**src/rtl/if_fetch_ctrl_if.sv**
```systemverilog
// rtl/if_fetch_ctrl_if.sv - SRAM-like instruction bus between fetch control and memory side
interface if_fetch_ctrl_if;
    logic        inst_req;
    logic [31:0] inst_addr;
    logic        inst_addr_ok;
    logic        inst_data_ok;
    logic [31:0] inst_rdata;

    modport master (
        output inst_req,
        output inst_addr,
        input  inst_addr_ok,
        input  inst_data_ok,
        input  inst_rdata
    );

    modport slave (
        input  inst_req,
        input  inst_addr,
        output inst_addr_ok,
        output inst_data_ok,
        output inst_rdata
    );
endinterface

```
**src/rtl/if_fetch_ctrl.sv**
```systemverilog
// rtl/if_fetch_ctrl.sv - IF-stage fetch sequencer: owns fetch PC, one outstanding bus read,
// redirect merging with pending/discard tracking, single-entry output buffer toward ID.
module if_fetch_ctrl #(
    parameter logic [31:0] RESET_PC = 32'hbfc00000,
    parameter logic [31:0] EXC_VEC  = 32'hbfc00380
) (
    input  logic                   clk,
    input  logic                   resetn,
    input  logic                   stall,
    input  logic                   exception,
    input  logic                   eret,
    input  logic [31:0]            epc,
    input  logic                   br_take,
    input  logic [31:0]            br_target,
    if_fetch_ctrl_if.master        bus,
    output logic                   if_valid,
    output logic [31:0]            if_pc,
    output logic [31:0]            if_inst
);

    typedef enum logic [1:0] {
        IDLE = 2'd0,
        REQ  = 2'd1,
        WAIT = 2'd2
    } state_t;

    state_t      state;
    logic [31:0] fetch_pc;
    logic [31:0] pend_pc;
    logic        pend_v;
    logic        discard;
    logic        req_q;

    logic        redirect;
    logic [31:0] redirect_pc;
    logic        buf_free;

    always_comb begin
        redirect    = exception | br_take | eret;
        redirect_pc = fetch_pc;
        if (exception)
            redirect_pc = EXC_VEC;
        else if (br_take)
            redirect_pc = br_target;
        else if (eret)
            redirect_pc = epc;
        buf_free = !if_valid || !stall;
    end

    // fetch_pc only moves when no address is on the bus, so it doubles as the txn PC
    assign bus.inst_req  = req_q;
    assign bus.inst_addr = fetch_pc;

    always_ff @(posedge clk or negedge resetn) begin
        if (!resetn) begin
            state    <= IDLE;
            fetch_pc <= RESET_PC;
            pend_pc  <= 32'h0;
            pend_v   <= 1'b0;
            discard  <= 1'b0;
            req_q    <= 1'b0;
            if_valid <= 1'b0;
            if_pc    <= 32'h0;
            if_inst  <= 32'h0;
        end else begin
            if (redirect) begin
                if_valid <= 1'b0;
            end else if (state == WAIT && bus.inst_data_ok && !discard) begin
                if_valid <= 1'b1;
                if_pc    <= fetch_pc;
                if_inst  <= bus.inst_rdata;
            end else if (if_valid && !stall) begin
                if_valid <= 1'b0;
            end

            case (state)
                IDLE: begin
                    if (redirect) begin
                        fetch_pc <= redirect_pc;
                    end else if (buf_free) begin
                        state <= REQ;
                        req_q <= 1'b1;
                    end
                end
                REQ: begin
                    if (bus.inst_addr_ok) begin
                        state <= WAIT;
                        req_q <= 1'b0;
                        if (redirect || pend_v)
                            discard <= 1'b1;
                    end
                    if (redirect) begin
                        pend_v  <= 1'b1;
                        pend_pc <= redirect_pc;
                    end
                end
                WAIT: begin
                    if (bus.inst_data_ok) begin
                        pend_v  <= 1'b0;
                        discard <= 1'b0;
                        if (redirect) begin
                            fetch_pc <= redirect_pc;
                            state    <= IDLE;
                        end else if (discard) begin
                            // buffer was flushed by the redirect, so refetch immediately
                            fetch_pc <= pend_pc;
                            state    <= REQ;
                            req_q    <= 1'b1;
                        end else begin
                            fetch_pc <= fetch_pc + 32'd4;
                            state    <= IDLE;
                        end
                    end else if (redirect) begin
                        discard <= 1'b1;
                        pend_v  <= 1'b1;
                        pend_pc <= redirect_pc;
                    end
                end
                default: begin
                    state <= IDLE;
                    req_q <= 1'b0;
                end
            endcase
        end
    end

endmodule

```
**src/flat_wrapper.sv**
```systemverilog
// flat-port wrapper written by rule: the top's interface ports become plain ports
module if_fetch_ctrl_flat 
#(
    parameter logic [31:0] RESET_PC = 32'hbfc00000,
    parameter logic [31:0] EXC_VEC  = 32'hbfc00380
)
  (clk, resetn, stall, exception, eret, epc, br_take, br_target, if_valid, if_pc, if_inst, bus_inst_req, bus_inst_addr, bus_inst_addr_ok, bus_inst_data_ok, bus_inst_rdata);
  if_fetch_ctrl_if bus_i ();
  input  logic clk;
  input  logic resetn;
  input  logic stall;
  input  logic exception;
  input  logic eret;
  input  logic [31:0] epc;
  input  logic br_take;
  input  logic [31:0] br_target;
  output logic if_valid;
  output logic [31:0] if_pc;
  output logic [31:0] if_inst;
  output wire logic [$bits(bus_i.inst_req)-1:0] bus_inst_req;
  output wire logic [$bits(bus_i.inst_addr)-1:0] bus_inst_addr;
  input wire logic [$bits(bus_i.inst_addr_ok)-1:0] bus_inst_addr_ok;
  input wire logic [$bits(bus_i.inst_data_ok)-1:0] bus_inst_data_ok;
  input wire logic [$bits(bus_i.inst_rdata)-1:0] bus_inst_rdata;
  assign bus_inst_req = bus_i.inst_req;
  assign bus_inst_addr = bus_i.inst_addr;
  assign bus_i.inst_addr_ok = bus_inst_addr_ok;
  assign bus_i.inst_data_ok = bus_inst_data_ok;
  assign bus_i.inst_rdata = bus_inst_rdata;
  if_fetch_ctrl #(.RESET_PC(RESET_PC), .EXC_VEC(EXC_VEC)) u_core (.clk(clk), .resetn(resetn), .stall(stall), .exception(exception), .eret(eret), .epc(epc), .br_take(br_take), .br_target(br_target), .bus(bus_i), .if_valid(if_valid), .if_pc(if_pc), .if_inst(if_inst));
endmodule
```
**config.mk**
```make
export PLATFORM = sky130hd
export DESIGN_NAME = if_fetch_ctrl_flat
export DESIGN_NICKNAME = d
export VERILOG_FILES = /design/src/rtl/if_fetch_ctrl_if.sv /design/src/rtl/if_fetch_ctrl.sv /design/src/flat_wrapper.sv
export SDC_FILE = /design/constraint.sdc
export NUM_CORES = 1
export LEC_CHECK = 0
export ABC_CLOCK_PERIOD_IN_PS = 3100
export BUFFER_PORTS_ARGS = -buffer_cell sky130_fd_sc_hd__buf_2
export CELL_PAD_IN_SITES_DETAIL_PLACEMENT = 1
export CELL_PAD_IN_SITES_GLOBAL_PLACEMENT = 1
export CORE_ASPECT_RATIO = 0.8
export CORE_MARGIN = 8
export CORE_UTILIZATION = 40
export CTS_CLUSTER_DIAMETER = 30
export CTS_CLUSTER_SIZE = 12
export DETAILED_ROUTE_END_ITERATION = 12
export PLACE_DENSITY_LB_ADDON = 0.1
export RECOVER_POWER = 100
export SYNTH_ARGS = -nofsm -noshare
export SYNTH_HDL_FRONTEND = slang
export SYNTH_SLANG_ARGS = --single-unit
export TNS_END_PERCENT = 5
```
**constraint.sdc**
```tcl
create_clock -name clk -period 3.1 [get_ports clk]
set_input_delay 0.93 -clock clk [delete_from_list [all_inputs] [get_ports clk]]
set_output_delay 0.93 -clock clk [all_outputs]
set_load 0.02 [all_outputs]
```
== After elaboration in Yosys (flattened, before gate mapping) ==
Cells that the tools add are included.

* Add/sub/neg operators: 1
* Equality and inequality tests: 12
* Mux-type cells: 36
* Bitwise logic cells: 3
* Reductions and logical operators: 18

{| class="wikitable"
|+ Operators by type and width
! cell !! number
|-
| $mux W32 || 9
|-
| $pmux W32 S2 || 2
|-
| $add A32 B3 Y32 const B || 1
|-
| $mux W1 || 16
|-
| $mux W2 || 5
|-
| $ne A2 B2 Y1 const B || 5
|-
| $ne A2 B1 Y1 const B || 4
|-
| $reduce_and A4 Y1 || 2
|-
| $pmux W2 S3 || 1
|-
| $reduce_and A6 Y1 || 1
|-
| $pmux W1 S2 || 2
|-
| $reduce_and A2 Y1 || 2
|-
| $reduce_bool A2 Y1 || 2
|-
| $logic_and A1 B1 Y1 || 3
|-
| $logic_not A1 Y1 || 3
|-
| $ne A3 B2 Y1 const B || 1
|-
| $pmux W1 S3 || 1
|-
| $reduce_and A3 Y1 || 1
|-
| $reduce_bool A3 Y1 || 1
|-
| $eq A2 B1 Y1 const B || 1
|-
| $eq A2 B2 Y1 const B || 1
|-
| $logic_not A2 Y1 || 1
|-
| $logic_or A1 B1 Y1 || 2
|-
| $or A1 B1 Y1 || 2
|-
| $not A1 Y1 || 1
|}

* Flip-flop bits (word level): 134
* Bits of input ports: 104
* Output and inout port bits: 98

== Logic depth before layout (Yosys ltp) ==
* Word-level depth: 6
* Mapped depth: 10

== Least setup slack after synthesis ==
No wires, ideal clock.

* Path type: input to register
* From: input port eret
* To: register u_core.if_inst[0]
* Library setup time: 125 ps
* Data arrival time: 2439 ps
* Required time: 2975 ps
* Setup slack: 536 ps
* Stages: 7
* Cell sequence: buf_2 or4b_1 buf_2 nor2_8 nand2_4 buf_6 mux2_4

* Word-level cells in the longest chain between the ends: 3

{| class="wikitable"
|+ RTL lines
! what !! line !! text
|-
| start, declared || flat_wrapper.sv:13 || <nowiki>input logic eret;</nowiki>
|-
| $or A1 B1 Y1 || if_fetch_ctrl.sv:39 || <nowiki>redirect = exception | br_take | eret;</nowiki>
|-
| $not A1 Y1 (no line) || n/a ||
|-
| $reduce_and A2 Y1 (no line) || n/a ||
|-
| end signal, assigned || if_fetch_ctrl.sv:71 || <nowiki>if_inst <= bus.inst_rdata;</nowiki>
|-
| end, declared || if_fetch_ctrl.sv:18 || <nowiki>output logic [31:0] if_inst</nowiki>
|}

Every way passes these cells.
A chain may end at the register's enable or synchronous reset.

== Worst setup path after layout ==
* From: register u_core.state[0]
* To: register u_core.fetch_pc[18], in the netlist u_core.bus.inst_addr[18]

* Word-level cells in the longest chain between the ends: 3
* Elaborated cells on any way between the ends: 7
* Classes of those cells: 3 x eq/ne; 1 x mux; 3 x reduce/logical

{| class="wikitable"
|+ RTL lines
! what !! line !! text
|-
| start, declared || if_fetch_ctrl.sv:27 || <nowiki>state_t state;</nowiki>
|-
| start signal, assigned || if_fetch_ctrl.sv:56 || <nowiki>state <= IDLE;</nowiki>
|-
| start signal, assigned || if_fetch_ctrl.sv:81 || <nowiki>state <= REQ;</nowiki>
|-
| start signal, assigned || if_fetch_ctrl.sv:87 || <nowiki>state <= WAIT;</nowiki>
|-
| $eq A2 B2 Y1 or $logic_not A2 Y1 (tied branches) || if_fetch_ctrl.sv:76 || <nowiki>case (state)</nowiki>
|-
| $ne A2 B2 Y1 (no line), or another cell as far along || n/a ||
|-
| $reduce_and A3 Y1 (no line) || n/a ||
|-
| end signal, assigned || if_fetch_ctrl.sv:79 || <nowiki>fetch_pc <= redirect_pc;</nowiki>
|-
| end signal, assigned || if_fetch_ctrl.sv:102 || <nowiki>fetch_pc <= redirect_pc;</nowiki>
|-
| end signal, assigned || if_fetch_ctrl.sv:106 || <nowiki>fetch_pc <= pend_pc;</nowiki>
|-
| end, declared || if_fetch_ctrl.sv:28 || <nowiki>logic [31:0] fetch_pc;</nowiki>
|}

Several ways; a longest one is shown, not always the timed one.

==> results by group <==
Run status
  – Status: complete, but fails checks
  – Failing checks: capacitance limit, slew limit

Setup path
  – Worst setup SP type: flip-flop
  – CP peak stage delay: 0.56 ns
  – Crit path capture: u_core.bus.inst_addr[18]
  – CP endpoint kind: flip-flop
  – Worst Path Max Fanout: 8
  – Crit path cell chain: inv_1 -> ha_1 -> buf_4 -> nor4b_2 -> nand2_1 -> o41ai_1 -> a22o_1
  – Reg-to-Reg Start: u_core.state[0]
  – R2r setup slk: just under 0.3 ns
  – Worst r2r dst: u_core.bus.inst_addr[18]
  – CP required: approximately 3.5 ns
  – Critical Path AT: between 3 and 4 ns
  – CP Launch Point: u_core.state[0]
  – Worst setup path class: flip-flop to flip-flop
  – Worst Reg-to-Reg Cells: 7
  – Crit-path slowest cell: nor4b_2

STA
  – Fin crit share: about nine tenths
  – Minimum clock period: roughly 2.8 ns
  – Final setup violation count: 0
  – Max Slew Vio Count: 43
  – Rel. slew slack: -41.5%
  – Hold_ws: around 0.48 ns
  – Final setup TNS: 0 ns
  – RSZ-0062 raised after global routing: false
  – FMAX: between 300 and 400 MHz
  – Slew @ Worst Pin: roughly 2.1 ns
  – Post-layout worst setup margin: a little under 0.3 ns
  – Final hold vios: 0
  – Final Skew: roughly 0.010 ns

Logic synthesis
  – Post-synth EDFFs: 0
  – Cell count after synthesis: 749
  – Main synth FF type: dfrtp_1
  – Ys Warns: 0
  – Synth area leader: dfrtp_1
  – #FFs+latches synth: between 100 and 150
  – Sequential-to-total area share from yosys stat: between 40% and 50%
  – Ys async rst share: 100%
  – Distinct cells, synth: between 60 and 70
  – Top post-synthesis cells by area: dfrtp_1 (42%), mux2_4 (12%), nand2_1 (6.3%)
  – Synth top area share: between 40% and 50%
  – Syn nets: ~860
  – Mean Syn Cell Area: 9.94 um^2
  – Area of the mapped netlist: ~0.0074 mm^2

Drt
  – Antenna-violating nets left: 0
  – DR DRC count: 0
  – Routed WL: around 26 mm
  – DRT iter0 DRCs: between 400 and 500
  – Via Count: around 6.7k
  – Routed vias/inst: around 5.6
  – DR pass1 iterations: 5
  – WL per Instance: about 22 um

Floorplanning
  – Die Ht: approximately 140 um
  – Die area: between 0.02 and 0.025 mm^2
  – Core Rows: 44
  – # IOs: 202
  – Core area: between 0.015 and 0.02 mm^2
  – Die W: 169 um
  – Initial Util: 41.0%

Clocking
  – Clock Sinks: approximately 130
  – Post-CTS sizing: 0
  – Worst-path clk slew: about 0.06 ns
  – Clock root cell: clkbuf_16
  – Post-CTS Setup Bufs: 0
  – CTS H-tree depth: 4
  – Hold_buf cts: 0
  – TritonCTS buffer count: 17
  – Worst-Skew Late Latency: approximately 0.43 ns
  – Deepest clock path buffer count: 2
  – TritonCTS clock tree: built

Final layout
  – Antenna Cells: 0
  – Share of layout cells above drive strength 1: about a fifth
  – Area Overhead vs Synth: 21.1%
  – Filler instances: approximately 2.2k
  – Final Net Count: 1056
  – Layout Utilization: between 40% and 50%

GRT
  – Total global routing track utilization: roughly 23%
  – Largest net degree at the start of global routing: 50
  – Vias in the first global route: 7536
  – First-pass GRT wire length: 42.1 mm
  – Initial antenna violation count: 0
  – Remaining Overflow, GRT: 0

Placed design
  – Placer Congestion: around 0.83
  – Post-detail-place hpwl: 18.8 mm
  – Place WS: 0.169 ns
  – PortBufs: 201

Min path
  – Hold WC Path Type: flip-flop to flip-flop

Pwr
  – Pwr/cell area: roughly 940 mW/mm^2
  – VDD IR max: 0.358 mV
  – LEAKAGE: roughly 4.2 nW

Job
  – # Max-Cap Violations: 1
## worst min-delay path by stage
stage / slack [ns] / endpoint / startpoint / cells after the start
2_1_floorplan: 0.44 / u_core.pend_pc[15] / u_core.pend_pc[15] / 2
3_3_place_gp: 0.45 / u_core.pend_pc[27] / u_core.pend_pc[27] / 2
3_5_place_dp: 0.46 / u_core.pend_pc[27] / u_core.pend_pc[27] / 2
4_1_cts: 0.42 / u_core.bus.inst_req / resetn / 1
5_1_grt: 0.50 / u_core.if_pc[19] / u_core.if_pc[19] / 2
6_report: 0.48 / u_core.pend_pc[27] / u_core.pend_pc[27] / 2
## cell families (layout without fill, tap and decap cells)
| logic type | count (synthesis) | in the layout | share of synthesized area [%] |
|---|---|---|---|
| simple gates | 238 | 238 | 15.0 |
| buf+inv | 68 | 278 | 4.39 |
| compound gates | 208 | 208 | 17.5 |
| fa+ha+maj | 6 | 6 | 1.01 |
| mux | 90 | 90 | 16.3 |
| flops | 134 | 134 | 45.2 |
| xor+xnor | 5 | 5 | 0.588 |
## synthesized netlist by cell type, types with 8 or more instances
cell type / count
and3_1: 9
mux2i_1: 17
mux2_4: 59
inv_1: 11
mux2_2: 14
a21oi_1: 69
nor2_1: 37
dfstp_2: 9
clkbuf_1: 28
nand2b_1: 8
buf_2: 14
o31ai_1: 9
o21ai_0: 51
dfrtp_1: 125
nand4_1: 9
nor3_1: 9
nand3_1: 10
nand2_1: 125
## placed cells by master (no fill, tap or decap), types with 4 or more instances in the layout
master | Yosys | final
nand2_1 | 125 | 125
dfrtp_1 | 125 | 125
buf_2 | 14 | 107
clkbuf_1 | 28 | 100
a21oi_1 | 69 | 69
mux2_1 | 0 | 57
o21ai_0 | 51 | 51
nor2_1 | 37 | 38
buf_4 | 2 | 20
mux2i_1 | 17 | 17
clkbuf_16 | 0 | 17
mux2_2 | 14 | 14
inv_1 | 11 | 11
nand3_1 | 10 | 10
nor3_1 | 9 | 9
and3_1 | 9 | 9
nand4_1 | 9 | 9
o31ai_1 | 9 | 9
nand2b_1 | 8 | 8
o22ai_1 | 7 | 7
a221oi_1 | 7 | 7
a21o_1 | 7 | 7
a31oi_1 | 7 | 7
nor2b_1 | 6 | 6
and4_1 | 6 | 6
a22oi_1 | 6 | 6
a22o_1 | 6 | 6
ha_1 | 6 | 6
a211oi_1 | 6 | 5
bufinv_16 | 0 | 5
dfstp_1 | 0 | 5
or3_1 | 4 | 4
xnor2_1 | 4 | 4
clkinv_4 | 0 | 4
dfstp_2 | 9 | 4
## sequential cells by signal, indices dropped and copies added, names as in the netlist
| name | flops |
|---|---|
| u_core.bus.inst_addr | 32 |
| u_core.if_inst | 32 |
| u_core.if_pc | 32 |
| u_core.pend_pc | 32 |
| u_core.state | 2 |
| u_core.bus.inst_req | 1 |
| u_core.discard | 1 |
| u_core.if_valid | 1 |
| u_core.pend_v | 1 |
## through the flow
step / instance area [um^2] / total power [W] / instances
2_1_floorplan: 7440 / 0.00505 / 749
3_3_place_gp: 8780 / 0.00625 / 1157
3_5_place_dp: 8780 / 0.00643 / 1157
4_1_cts: 9430 / 0.00878 / 1189
5_1_grt: 9020 / 0.00897 / 1189
6_report: 9020 / 0.00846 / 1189
## power breakdown
part,total (W),internal [W],switching (W)
clock,0.00230,0.00144,0.000860
sequential,0.00296,0.00234,0.000613
combinational,0.00320,0.00110,0.00210
## cell type report
cell class	count	area, um^2	share of cell area [%]
Multi-Input combinational cell	547	3530	39.2
Sequential cell	134	3360	37.3
Timing Repair Buffer	233	1130	12.5
Clock buffer	18	429	4.76
Tap cell	230	288	3.19
Clock inverter	14	224	2.48
Inverter	13	48.8	0.541
## layer usage
layer,GRT usage [%],vias to the layer above,share of wire [%]
li1,-,3093,-
met1,28.1,3361,44
met2,38.3,222,48
met3,4.95,37,5.7
met4,8.26,0,2.0
met5,0,-,0
## worst max-delay path: cells and delay by family (launching register included)
family / cells / cell delay [ns]
buffers and inverters: 2 / 0.34
AOI/OAI and AO/OA: 2 / 0.74
adders and majority gates: 1 / 0.27
and+or+nand+nor: 2 / 0.96
DFF: 1 / 0.42
Power figures use the tool's default switching activity.
